File: src/rtl/div_unit.sv
// Multi-cycle 32-bit radix-2 restoring divider for DIV/DIVU.
// Result packs {remainder, quotient}; a zero divisor completes in two cycles with a zero result.
module div_unit (
    input  logic        clk,
    input  logic        rst,
    input  logic        signed_div_i,
    input  logic [31:0] opdata1_i,
    input  logic [31:0] opdata2_i,
    input  logic        start_i,
    input  logic        annul_i,
    output logic [63:0] result_o,
    output logic        ready_o
);

    typedef enum logic [1:0] {
        ST_FREE   = 2'd0,
        ST_BYZERO = 2'd1,
        ST_ON     = 2'd2,
        ST_END    = 2'd3
    } state_e;

    state_e      state_q, state_d;
    logic [5:0]  cnt_q, cnt_d;
    logic [64:0] partial_q, partial_d;
    logic [31:0] divisor_q, divisor_d;
    logic        neg_quot_q, neg_quot_d;
    logic        neg_rem_q, neg_rem_d;
    logic [63:0] result_q, result_d;
    logic        ready_q, ready_d;

    logic [31:0] mag1, mag2;
    logic [32:0] diff;
    logic [31:0] quot_mag, rem_mag;
    logic [31:0] quot_fin, rem_fin;

    always_comb begin
        mag1     = (signed_div_i && opdata1_i[31]) ? (~opdata1_i + 32'd1) : opdata1_i;
        mag2     = (signed_div_i && opdata2_i[31]) ? (~opdata2_i + 32'd1) : opdata2_i;
        diff     = partial_q[64:32] - {1'b0, divisor_q};
        quot_mag = partial_q[31:0];
        rem_mag  = partial_q[64:33];
        // 0x80000000 / -1 wraps naturally here: negating 0x80000000 yields itself.
        quot_fin = neg_quot_q ? (~quot_mag + 32'd1) : quot_mag;
        rem_fin  = neg_rem_q  ? (~rem_mag + 32'd1)  : rem_mag;
    end

    always_comb begin
        state_d    = state_q;
        cnt_d      = cnt_q;
        partial_d  = partial_q;
        divisor_d  = divisor_q;
        neg_quot_d = neg_quot_q;
        neg_rem_d  = neg_rem_q;
        result_d   = result_q;
        ready_d    = ready_q;
        case (state_q)
            ST_FREE: begin
                ready_d  = 1'b0;
                result_d = 64'd0;
                cnt_d    = 6'd0;
                if (start_i && !annul_i) begin
                    if (opdata2_i == 32'd0) begin
                        state_d = ST_BYZERO;
                    end else begin
                        state_d    = ST_ON;
                        partial_d  = {32'd0, mag1, 1'b0};
                        divisor_d  = mag2;
                        neg_quot_d = signed_div_i && (opdata1_i[31] ^ opdata2_i[31]);
                        neg_rem_d  = signed_div_i && opdata1_i[31];
                    end
                end
            end
            ST_BYZERO: begin
                if (annul_i) begin
                    state_d  = ST_FREE;
                    ready_d  = 1'b0;
                    result_d = 64'd0;
                    cnt_d    = 6'd0;
                end else begin
                    state_d  = ST_END;
                    ready_d  = 1'b1;
                    result_d = 64'd0;
                end
            end
            ST_ON: begin
                if (annul_i) begin
                    state_d  = ST_FREE;
                    ready_d  = 1'b0;
                    result_d = 64'd0;
                    cnt_d    = 6'd0;
                end else if (cnt_q != 6'd32) begin
                    // Trial subtraction: keep the difference only when it did not borrow.
                    if (diff[32]) begin
                        partial_d = {partial_q[63:0], 1'b0};
                    end else begin
                        partial_d = {diff[31:0], partial_q[31:0], 1'b1};
                    end
                    cnt_d = cnt_q + 6'd1;
                end else begin
                    state_d  = ST_END;
                    ready_d  = 1'b1;
                    result_d = {rem_fin, quot_fin};
                end
            end
            ST_END: begin
                if (!start_i) begin
                    state_d  = ST_FREE;
                    ready_d  = 1'b0;
                    result_d = 64'd0;
                end
            end
            default: state_d = ST_FREE;
        endcase
    end

    always_ff @(posedge clk) begin
        if (rst) begin
            state_q    <= ST_FREE;
            cnt_q      <= 6'd0;
            partial_q  <= 65'd0;
            divisor_q  <= 32'd0;
            neg_quot_q <= 1'b0;
            neg_rem_q  <= 1'b0;
            result_q   <= 64'd0;
            ready_q    <= 1'b0;
        end else begin
            state_q    <= state_d;
            cnt_q      <= cnt_d;
            partial_q  <= partial_d;
            divisor_q  <= divisor_d;
            neg_quot_q <= neg_quot_d;
            neg_rem_q  <= neg_rem_d;
            result_q   <= result_d;
            ready_q    <= ready_d;
        end
    end

    assign result_o = result_q;
    assign ready_o  = ready_q;

endmodule

File: config.mk
export PLATFORM = sky130hd
export DESIGN_NAME = div_unit
export DESIGN_NICKNAME = d
export VERILOG_FILES = /design/src/rtl/div_unit.sv
export SDC_FILE = /design/constraint.sdc
export NUM_CORES = 1
export LEC_CHECK = 0
export ABC_AREA = 1
export CAP_MARGIN = 10
export CORE_MARGIN = 1.5
export CORE_UTILIZATION = 55
export CTS_BUF_LIST = sky130_fd_sc_hd__clkbuf_8
export DETAILED_ROUTE_END_ITERATION = 8
export PLACE_DENSITY_LB_ADDON = 0.2
export SLEW_MARGIN = 10
export SYNTH_ARGS = -nofsm -noshare
export SYNTH_HDL_FRONTEND = slang
export SYNTH_SLANG_ARGS = --single-unit
File: constraint.sdc
create_clock -name clk -period 4.5 [get_ports clk]
set_input_delay 0.675 -clock clk [delete_from_list [all_inputs] [get_ports clk]]
set_output_delay 0.675 -clock clk [all_outputs]
set_load 0.03 [all_outputs]
==> summary.txt, run 1 <==
Clock network
  • Worst-path clk slew: around 0.1 ns
  • CTS root buf: clkbuf_8
  • Clock sinks: about 170
  • Clock tree buffer depth: 2
  • TritonCTS clock tree: done
  • Cts hold-fix bufs: 0
  • Number of CTS-inserted buffers: 17
  • Clk_lat worst skew: 0.49 ns
  • Post-cts sizing count: 0
  • H-tree levels: 4
  • Postcts setup bufs: 0

Finish
  • Final nets: between 2000 and 2500
  • Fin cells: 2624
  • Layout cells sized above 1: 7.332%
  • Multi-input logic area: 8381 um^2
  • Area Growth Syn to Fin: 14.07%
  • Fillers: 2313
  • Register area: 3443 um^2
  • Final core utilization: 64.44%
  • Fin area: around 15000 um^2
  • Antenna Cells: 0

Route
  • Post-route ant nets: 0
  • Post-route DRC: 0
  • DR top layer: met4
  • Met1 wire length: ~19 mm
  • Routed wire length: 41.01 mm
  • Met2 routed WL: 17.36 mm
  • Vias/cell: 5.475
  • First DRT Iteration DRCs: 1309
  • Via count: 14370
  • Drt wl/cell: 15.63 um
  • Drt first pass iters: 5
  • Met3 wire length: 3.312 mm

Setup path
  • R2R depth: 10
  • WP buf/inv: 5
  • R2R Path Start: state_q[0]
  • Crit-path slowest cell: buf_4
  • Crit path launch type: input pin
  • Crit. End Element: register
  • CP Max Fanout: 37
  • CP delay by family, top: simple AND/OR/NAND/NOR gates
  • Flop2flop setup slack: 1.42 ns
  • Critical Path, Cell by Cell: clkdlybuf4s50_1, inv_1, ha_1, inv_2, nor3_2, inv_2, nor2_4, nand4_2, nand2_1, nand2_1, nand2_2, buf_4, nor2_1, a211oi_1
  • Worst path arrival time: between 3 and 4 ns
  • CP required: between 4 and 5 ns
  • Max stage delay on crit path: 0.48 ns
  • Reg-to-reg endpoint: partial_q[4]
  • Crit Path Category: in -> reg

GRT
  • Initial antenna violation count: 0
  • Largest net degree at the start of global routing: 70
  • First-pass GRT wire length: 66.16 mm
  • Overflow after GRT: 0
  • Number of global-route vias before repair: between 10000 and 15000
  • Total track usage: 32.42%

STA
  • Setup Skew: 0.02123 ns
  • Slew margin rel.: 26.78%
  • Hold slack: 0.4681 ns
  • Slew Limit Fails: 0
  • Hold Vio Cnt, Final: 0
  • Endpoints failing setup: 0
  • Fmax: 0.3229 GHz
  • Measured slew at the worst slew-check pin: 1.096 ns
  • Unrepaired setup endpoints after global routing: false
  • Crit share post-route: 68.81%
  • Final setup margin: 1.403 ns
  • Crit path time final: a little over 3 ns
  • Setup TNS: 0 ns

Placement
  • Placed Instances: approximately 2600
  • Pre-CTS setup slack: between 0.9 and 1 ns
  • Port bufs: ~130
  • Detailed placement HPWL: 32.36 mm
  • Post-Place Cell Area: 14830 um^2
  • GPL Wtd Cong: ~0.94

Synth
  • Mean Syn Cell Area: 6.055 um^2
  • Synthesized instance count: 2203
  • Post-synth EDFFs: 0
  • Synth Warn #: 0
  • Synth Flop Type: dfxtp_1
  • Ys async rst share: 0%
  • Post-synthesis cell area: ~13000 um^2
  • Post-Syn Nets: 2316
  • Sequential area share after synthesis: ~26%
  • #FFs+latches synth: 172
  • Netlist cell types: 51

Worst hold path
  • Hold Path Cell Cnt: 2
  • Hold EP: result_o[37]
  • Hold Startpoint: result_o[37]
  • HP Class: reg -> reg

Power
  • PD cells: between 300 and 400 nW/um^2
  • Pwr Total: roughly 5.6 mW
  • Static Leak: 6.926 nW
  • Peak supply drop: 0.2296 mV

Floorplanning
  • Core region area: 23610 um^2
  • IO Pins: between 100 and 150
  • Die area: about 25000 um^2
  • Number of core rows: 56
  • Initial Util: 56.49%
  • Die W: around 160 um
  • Chip Height: 158.7 um

Run status
  • Status: finished clean

Run
  • Max Cap Viol: 0
[sequential cells by signal (all words and copies together) (netlist names)]
| register | count |
|---|---|
| state_q | 2 |
| neg_rem_q | 1 |
| divisor_q | 32 |
| neg_quot_q | 1 |
| result_o | 64 |
| ready_o | 1 |
| partial_q | 65 |
| cnt_q | 6 |
[metal layers]
| metal | track usage [%] | vias to the layer above |
|---|---|---|
| li1 | - | 7266 |
| met1 | 46.93 | 6450 |
| met2 | 48.64 | 573 |
| met3 | 4.990 | 78 |
| met4 | 11.00 | 0 |
| met5 | 0 | - |
[power by group]
part	internal (mW)	total (mW)	leakage, nW	switching, mW
clock network	0.428	1.09	0.198	0.660
logic	0.782	2.58	5.33	1.80
registers	1.71	1.93	1.40	0.216
[final cells by class]
cell class / count / area share (%)
Clock inverter: 14 / 0.9210
Tap cell: 319 / 2.623
Multi-Input combinational cell: 1643 / 55.08
Inverter: 310 / 7.647
Sequential cell: 172 / 22.63
Timing Repair Buffer: 148 / 9.473
Clock buffer: 18 / 1.628
[cells by family after synthesis]
kind of cell	after synthesis	share of synthesized area, %
xor gates and xnor gates	59	3.874
adders and majority gates	44	4.184
and+or+nand+nor	1178	39.41
AOI/OAI and AO/OA	362	15.25
DFF	172	25.81
buffers and inverters	388	11.46
[cell usage after synthesis (4+ instances only)]
cell      instances  share of area, %
a31oi_1          11              0.52
nor2_1          171               4.8
buf_2            19              0.71
nand3_1         219               8.2
a21boi_0          8              0.45
and2_1            4              0.19
buf_6             5              0.42
nor3_1           27               1.0
clkbuf_1         45               1.3
or2_2            11              0.52
o211ai_1         14              0.79
a21oi_1         175               6.6
xnor2_1          17               1.1
buf_1             6              0.17
nor2_2            6              0.28
nand2_4           5              0.42
o21ai_1           6              0.23
xor2_1           42               2.8
inv_2            18              0.51
a211oi_1          6              0.34
nand2_2          21              0.98
o21bai_1          6              0.34
ha_1             43               4.0
nand4_1          26               1.2
a21oi_2          22               1.4
dfxtp_1         172                26
nand3b_1         16              0.90
inv_1           291               8.2
nand3_2          23               1.7
nand2_1         634                18
o21ai_0         102               3.8
o31ai_1           4              0.23
[worst max-delay path by stage]
stage,endpoint,cells past startpoint,from,slack [ns]
3_5_place_dp,divisor_q[27],14,opdata2_i[0],0.92
6_report,partial_q[4],14,opdata2_i[0],1.40
4_1_cts,divisor_q[27],14,opdata2_i[0],1.45
3_3_place_gp,divisor_q[27],14,opdata2_i[0],0.99
2_1_floorplan,partial_q[24],14,opdata2_i[0],2.26
5_1_grt,partial_q[4],14,opdata2_i[0],1.16
[cell usage in the layout, fill, tap and decap left out, types with 14 or more instances in the layout]
cell | Yosys | layout
clkbuf_8 | 0 | 18
buf_4 | 3 | 16
clkdlybuf4s50_1 | 0 | 132
nor2_1 | 171 | 171
inv_2 | 18 | 19
nor3_1 | 27 | 27
nand3b_1 | 16 | 16
ha_1 | 43 | 43
a21oi_2 | 22 | 22
xnor2_1 | 17 | 17
nand2_2 | 21 | 22
a21oi_1 | 175 | 174
nand2_1 | 634 | 633
o21ai_0 | 102 | 102
dfxtp_1 | 172 | 172
nand4_1 | 26 | 26
nand3_2 | 23 | 23
o211ai_1 | 14 | 14
xor2_1 | 42 | 42
inv_1 | 291 | 290
nand3_1 | 219 | 219
[worst reg2reg max path: stages (launching register included)]
cell	delay (ns)
dfxtp_1	0.43
inv_1	0.12
ha_1	0.23
inv_2	0.41
nor2_1	0.17
nand2_1	0.23
o21ai_0	0.14
nand2_2	0.45
buf_4	0.49
nor2_1	0.11
a211oi_1	0.21
Note: power is estimated with default switching activity, not from simulation.
==> run 2: changes to the inputs <==
--- a/config.mk
+++ b/config.mk
@@ -8,7 +8,7 @@
 export ABC_AREA = 1
 export CAP_MARGIN = 10
 export CORE_MARGIN = 1.5
-export CORE_UTILIZATION = 55
+export CORE_UTILIZATION = 54
 export CTS_BUF_LIST = sky130_fd_sc_hd__clkbuf_8
 export DETAILED_ROUTE_END_ITERATION = 8
 export PLACE_DENSITY_LB_ADDON = 0.2
==> constraint.sdc (replaced) <==
create_clock -name clk -period 2.75 [get_ports clk]
set_input_delay 0.4125 -clock clk [delete_from_list [all_inputs] [get_ports clk]]
set_output_delay 0.4125 -clock clk [all_outputs]
set_load 0.03 [all_outputs]
==> run 2 against run 1 <==
Utilization shrank 0.68 points. Combinational power increased by 69%. Clock-buffer cell count down 1. Worst setup slack worse by 1.2 ns. Sequential power rose by 61%. Global-route usage shrank 0.10 points. Worst hold slack got worse by 0.080 ns. Critical endpoint is now partial_q[35]. Highest routed layer unchanged. Die area increased by 1.8%. Via count is 1.2% higher.
==> summary.txt, run 2 (synthesized netlist as in run 1, its figures left out) <==
Floorplanning
  • Initial Util: 55.01% (-1.5 points)
  • Chip Height: 160.2 um (+0.90%)
  • Die W: 160.2 um (+0.90%)
  • Die area: 25650 um^2 (+1.8%)
  • IO Pins: 134 (unchanged)
  • Number of core rows: 57 (+1.8%)
  • Core region area: 24250 um^2 (+2.7%)

STA
  • Endpoints failing setup: 0 (unchanged)
  • Slew margin rel.: 59.91% (+33 points)
  • Slew Limit Fails: 0 (unchanged)
  • Fmax: around 0.39 GHz
  • Unrepaired setup endpoints after global routing: false
  • Final setup margin: 0.2086 ns (-1.195 ns)
  • Crit path time final: 2.541 ns
  • Setup TNS: 0 ns (unchanged)
  • Crit share post-route: 92.41%
  • Hold Vio Cnt, Final: 0 (unchanged)
  • Hold slack: 0.3884 ns (-0.07967 ns)
  • Setup Skew: 0.02876 ns (+0.007529 ns)
  • Measured slew at the worst slew-check pin: 0.5974 ns (-0.4985 ns)

Clock network
  • TritonCTS clock tree: done
  • Clk_lat worst skew: 0.49 ns (about the same)
  • H-tree levels: 4 (unchanged)
  • Cts hold-fix bufs: 0 (unchanged)
  • Postcts setup bufs: 0 (unchanged)
  • Clock sinks: 172 (unchanged)
  • CTS root buf: clkbuf_8
  • Clock tree buffer depth: 2 (unchanged)
  • Worst-path clk slew: 0.12 ns (+0.02 ns)
  • Post-cts sizing count: 0 (unchanged)
  • Number of CTS-inserted buffers: 17 (unchanged)

Route
  • DR top layer: met4
  • Post-route ant nets: 0 (unchanged)
  • Met1 wire length: 18.76 mm (-2.1%)
  • Via count: 14540 (+1.2%)
  • Post-route DRC: 0 (unchanged)
  • Routed wire length: 41.25 mm (+0.60%)
  • Drt first pass iters: 6 (+1)
  • Met2 routed WL: 17.73 mm (+2.1%)
  • Vias/cell: 5.494 (+0.34%)
  • Drt wl/cell: 15.59 um (-0.24%)
  • First DRT Iteration DRCs: 1382 (+5.6%)
  • Met3 wire length: 3.614 mm (+9.1%)

Placement
  • Port bufs: 133 (unchanged)
  • Post-Place Cell Area: 15020 um^2 (+1.3%)
  • Detailed placement HPWL: 32.67 mm (+0.94%)
  • GPL Wtd Cong: 0.9383 (-0.15%)
  • Pre-CTS setup slack: -0.02375 ns (-0.9396 ns)

Finish
  • Final nets: 2422 (+0.71%)
  • Antenna Cells: 0 (unchanged)
  • Multi-input logic area: 8381 um^2 (unchanged)
  • Area Growth Syn to Fin: 15.90%
  • Register with the most flip-flops: partial_q
  • Layout cells sized above 1: 7.967% (+0.64 points)
  • Fillers: 2333 (+0.86%)
  • Highest-count cells in the layout ignoring fill and taps: 633 x nand2_1, 291 x inv_1, 219 x nand3_1
  • Max reg flops: 65 (unchanged)
  • Commonest non-fill, non-tap cell in the layout: nand2_1
  • Fin area: 15460 um^2 (+1.6%)
  • Register area: 3443 um^2 (unchanged)

Power
  • Power Internal: 4.897 mW (+68%)
  • Static Leak: 7.047 nW (+1.7%)
  • Peak supply drop: 0.3226 mV (+41%)
  • Switch share: 47.76% (-0.069 points)
  • Part of the power in the clock network: 20.3% (+0.9 points)
  • Switching pwr: 4.476 mW (+67%)
  • Combinational fraction of design power: 46.5% (+0.4 points)
  • PD cells: 606.3 nW/um^2 (+65%)
  • Share of total power in sequential cells: 33.2% (-1.2 points)

Run
  • Max Cap Viol: 0 (unchanged)

Setup path
  • CP required: 3.08 ns (-1.81 ns)
  • Crit Path Category: reg -> reg
  • Crit path launch type: register
  • Flop2flop setup slack: 0.21 ns (-1.21 ns)
  • R2R Path Start: partial_q[41]
  • CP Launch Point: partial_q[41]
  • R2R depth: 14 (+4)
  • CP Max Fanout: 15 (-59%)
  • Reg-to-reg endpoint: partial_q[35]
  • Crit path to: partial_q[35]
  • Worst path arrival time: 2.88 ns (-0.60 ns)
  • Crit. End Element: register

GRT
  • First-pass GRT wire length: 66.27 mm (+0.18%)
  • Initial antenna violation count: 1 (+1)
  • Largest net degree at the start of global routing: 67 (-4.3%)
  • Overflow after GRT: 0 (unchanged)
  • Number of global-route vias before repair: 12970 (+0.20%)
  • Total track usage: 32.32% (-0.10 points)

Worst hold path
  • HP Class: in -> reg

Run status
  • Status: finished clean
## run 2: cell count changes in the layout (fill, tap and decap cells not counted), moves of 2 or more
cell / before / now
buf_12: 0 / 5
inv_12: 0 / 2
inv_8: 6 / 4
clkinv_4: 3 / 1
buf_4: 16 / 28
clkinv_8: 1 / 6
## run 2: stage by stage
step,power (mW),utilization (%),cells
final,9.373,63.76,2646
after global routing,10.04,63.76,2646
after CTS,9.285,63.76,2646
after detailed placement,7.400,61.96,2614
after global placement,7.320,61.96,2614
after floorplan,6.177,-,2203
## run 2: worst min path at each step
stage,startpoint,to,cells past startpoint
final,rst,state_q[1],2
after detailed placement,result_o[14],result_o[14],2
after floorplan,divisor_q[5],divisor_q[5],2
after global routing,rst,result_o[62],2
after CTS,rst,result_o[40],2
after global placement,result_o[24],result_o[24],2
## run 2: layout make-up
type,instances,share of cell area [%]
clock inverter,15,1.303
timing repair buffer,165,10.55
clock buffer,17,1.513
multi-input combinational,1643,54.21
sequential,172,22.27
tap,324,2.622
inverter,310,7.527
## run 2: power groups by stage
| stage | registers (mW) | logic (mW) | clock network (mW) |
|---|---|---|---|
| 2_1_floorplan | 3.06 | 3.12 | 0 |
| 3_3_place_gp | 3.14 | 4.18 | 0 |
| 3_5_place_dp | 3.15 | 4.25 | 0 |
| 4_1_cts | 3.09 | 4.28 | 1.92 |
| 5_1_grt | 3.14 | 4.87 | 2.02 |
| 6_report | 3.11 | 4.36 | 1.90 |
## run 2: critical path, stage by stage (launching register included)
cell	delay [ns]
dfxtp_1	0.53
ha_1	0.34
nand2_1	0.09
nand2_1	0.10
nand2_1	0.08
nand2_1	0.12
a21oi_2	0.24
nand2_4	0.08
nand2_4	0.10
nand2_4	0.09
nand2_4	0.09
buf_4	0.24
nand3_1	0.13
nand3_1	0.10
a21oi_1	0.06
## run 2: per-layer routing
metal,vias up,GRT usage [%]
met5,-,0
met3,74,5.896
met2,589,49.41
met4,0,10.92
li1,7312,-
met1,6561,45.60
==> run 3: changes to the inputs <==
--- a/config.mk
+++ b/config.mk
@@ -11,6 +11,7 @@
 export CORE_UTILIZATION = 54
 export CTS_BUF_LIST = sky130_fd_sc_hd__clkbuf_8
 export DETAILED_ROUTE_END_ITERATION = 8
+export GPL_ROUTABILITY_DRIVEN = 0
 export PLACE_DENSITY_LB_ADDON = 0.2
 export SLEW_MARGIN = 10
 export SYNTH_ARGS = -nofsm -noshare
==> constraint.sdc (replaced) <==
create_clock -name clk -period 2.2 [get_ports clk]
set_input_delay 0.33 -clock clk [delete_from_list [all_inputs] [get_ports clk]]
set_output_delay 0.33 -clock clk [all_outputs]
set_load 0.03 [all_outputs]
==> run 3 against run 2 <==
The flow now finishes with violations (setup timing). Sequential power is 26% higher. Sequential share of layout area is 2.8 points lower. Cell count is 8.0% higher. Largest cell class unchanged. Largest power group unchanged.
==> summary.txt, run 3 (synthesized netlist as in run 1, its figures left out) <==
Run status
  • Status: finished, violations left
  • Violated checks: setup timing

Power
  • Power Internal: 6.860 mW (+40%)
  • Pwr Total: 12.68 mW (+35%)
  • Share of total power in sequential cells: 30.8% (-2.4 points)
  • Switch share: 45.88% (-1.9 points)
  • Part of the power in the clock network: 18.2% (-2.1 points)
  • Switching pwr: 5.815 mW (+30%)
  • Peak supply drop: 0.6015 mV (+86%)
  • PD cells: 714.6 nW/um^2 (+18%)
  • Combinational fraction of design power: 50.9% (+4.4 points)
  • Static Leak: 8.184 nW (+16%)

Clock network
  • CTS root buf: clkbuf_8
  • Cts hold-fix bufs: 0 (unchanged)
  • TritonCTS clock tree: done
  • Clock sinks: 172 (unchanged)
  • H-tree levels: 4 (unchanged)
  • Number of CTS-inserted buffers: 17 (unchanged)
  • Clock tree buffer depth: 2 (unchanged)
  • Clk_lat worst skew: 0.49 ns (about the same)
  • Worst-path clk slew: 0.10 ns (-0.02 ns)

Finish
  • Commonest non-fill, non-tap cell in the layout: nand2_1
  • Antenna Cells: 0 (unchanged)
  • Max reg flops: 65 (unchanged)
  • Register with the most flip-flops: partial_q
  • Multi-input logic area: 9000 um^2 (+7.4%)
  • Register area: 3451 um^2 (+0.22%)
  • Fillers: 2003 (-14%)
  • Layout cells sized above 1: 19.38% (+11 points)
  • Highest-count cells in the layout ignoring fill and taps: 613 x nand2_1, 287 x inv_1, 222 x buf_4
  • Area Growth Syn to Fin: 32.97%
  • Fin cells: 2858 (+8.0%)
  • Fin area: 17740 um^2 (+15%)
  • Final core utilization: 73.15% (+9.4 points)
  • Final nets: 2634 (+8.8%)

STA
  • Setup Skew: 0.02061 ns (-0.008147 ns)
  • Slew margin rel.: 58.56% (-1.4 points)
  • Crit share post-route: 107.4% (+15 points)
  • Measured slew at the worst slew-check pin: 0.6217 ns (+0.02426 ns)
  • Crit path time final: 2.363 ns (-0.1781 ns)
  • Slew Limit Fails: 0 (unchanged)
  • Hold slack: 0.2745 ns (-0.1139 ns)
  • Hold Vio Cnt, Final: 0 (unchanged)
  • Endpoints failing setup: 33 (+33)
  • Fmax: 0.4231 GHz (+7.5%)
  • Final setup margin: -0.1633 ns (-0.3719 ns)
  • Unrepaired setup endpoints after global routing: true

Setup path
  • Reg-to-reg endpoint: partial_q[50]
  • Crit Path Category: reg -> reg
  • Crit path launch type: register
  • Worst path arrival time: 2.77 ns (-0.11 ns)
  • R2R depth: 15 (+1)
  • CP required: 2.61 ns (-0.47 ns)
  • Crit-path slowest cell: dfxtp_1
  • WP buf/inv: 3 (+2)
  • Max stage delay on crit path: 0.34 ns (-0.19 ns)
  • R2R Path Start: divisor_q[13]
  • Flop2flop setup slack: -0.16 ns (-0.37 ns)
  • CP Max Fanout: 9 (-6)
  • Crit. End Element: register
  • Critical Path, Cell by Cell: inv_1, ha_1, nand2_1, nor2_4, inv_2, nor2_2, nand2_2, nand2_4, nand2_8, nand2_8, buf_12, nand2_8, nand3_1, nand3_2, a21oi_2
  • CP delay by family, top: simple AND/OR/NAND/NOR gates
  • CP dominant cell by count: nand2_8

GRT
  • Largest net degree at the start of global routing: 119 (+78%)
  • Overflow after GRT: 0 (unchanged)
  • First-pass GRT wire length: 69.95 mm (+5.5%)
  • Total track usage: 33.42% (+1.1 points)
  • Initial antenna violation count: 1 (unchanged)
  • Number of global-route vias before repair: 14570 (+12%)

Placement
  • Detailed placement HPWL: 33.66 mm (+3.0%)
  • Port bufs: 133 (unchanged)
  • Placed Instances: 2800 (+7.1%)
  • Post-Place Cell Area: 16490 um^2 (+9.7%)

Route
  • Post-route DRC: 0 (unchanged)
  • Post-route ant nets: 0 (unchanged)
  • Vias/cell: 5.589 (+1.7%)
  • Drt first pass iters: 7 (+1)
  • First DRT Iteration DRCs: 1665 (+20%)
  • Routed wire length: 44.97 mm (+9.0%)
  • Via count: 15970 (+9.9%)
  • Drt wl/cell: 15.74 um (+0.93%)

Worst hold path
  • HP Class: in -> reg
  • Hold Startpoint: rst
  • Hold EP: cnt_q[4]
  • Hold Path Cell Cnt: 5 (+3)

Floorplanning
  • Chip Height: 160.2 um (unchanged)
  • Die area: 25650 um^2 (unchanged)
  • Number of core rows: 57 (unchanged)
  • IO Pins: 134 (unchanged)
  • Initial Util: 55.01% (unchanged)
  • Core region area: 24250 um^2 (unchanged)
  • Die W: 160.2 um (unchanged)

Run
  • Max Cap Viol: 0 (unchanged)
## run 3: cell count changes in the layout (fill, tap and decap cells not counted), moves of 7 or more
cell	previous run	this run
nand2_1	633	613
nor2_2	6	13
nand3_1	219	199
ha_4	0	18
ha_1	43	23
nor2_1	171	164
nand2_2	22	40
buf_12	5	13
a21oi_2	22	32
nand3_2	23	39
a21oi_1	174	164
buf_4	28	222
## run 3: area by class of cell
| type | instances | area share (%) |
|---|---|---|
| Inverter | 310 | 6.575 |
| Tap cell | 324 | 2.286 |
| Timing Repair Buffer | 372 | 18.71 |
| Clock buffer | 17 | 1.319 |
| Sequential cell | 172 | 19.46 |
| Multi-Input combinational cell | 1648 | 50.74 |
| Clock inverter | 15 | 0.9170 |
## run 3: repair_timing
action | in CTS | in global routing
pin swaps | 11 | 27
gates cloned | 3 | 3
resized for setup | 38 | 82
setup buffers | 8 | 12
endpoints found under the setup margin | 36 | 67
## run 3: how the worst max path moves through the flow
stage                             start             to  depth (start not counted)
after global placement     opdata2_i[0]  partial_q[22]                         15
after detailed placement   opdata2_i[0]  partial_q[21]                         14
after CTS                 partial_q[32]  partial_q[47]                         17
after global routing      divisor_q[13]  partial_q[50]                         15
final                     divisor_q[13]  partial_q[50]                         15
after floorplan           partial_q[32]  partial_q[44]                         18
## run 3: per-stage QoR
| step | setup TNS (ns) | worst slack (ns) |
|---|---|---|
| 3_3_place_gp | -10.48 | -0.2908 |
| 6_report | -2.383 | -0.1633 |
| 5_1_grt | -6.110 | -0.2670 |
| 2_1_floorplan | 0 | 0.03078 |
| 3_5_place_dp | -17.51 | -0.3709 |
| 4_1_cts | -0.6156 | -0.05104 |
## run 3: per-layer routing
| metal | global-route usage (%) | part of all wire (%) | up-vias |
|---|---|---|---|
| met2 | 54.17 | 45 | 811 |
| met4 | 13.21 | 3.9 | 2 |
| met1 | 44.36 | 42 | 7304 |
| li1 | - | - | 7731 |
| met5 | 0 | 0.027 | - |
| met3 | 5.403 | 8.8 | 125 |
## run 3: power groups by stage
stage / clock, mW / sequential, mW / combinational (mW)
after global routing: 2.45 / 3.95 / 7.04
after detailed placement: 0 / 3.94 / 5.79
after floorplan: 0 / 3.83 / 3.90
after CTS: 2.31 / 3.88 / 5.97
final: 2.31 / 3.91 / 6.45
after global placement: 0 / 3.93 / 5.62
## run 3: worst min-delay path: cells and delay by family
kind,cells,cell delay [ns]
AND/OR/NAND/NOR,1,0.05
buffers and inverters,3,0.28
AO/OA/AOI/OAI,1,0.07
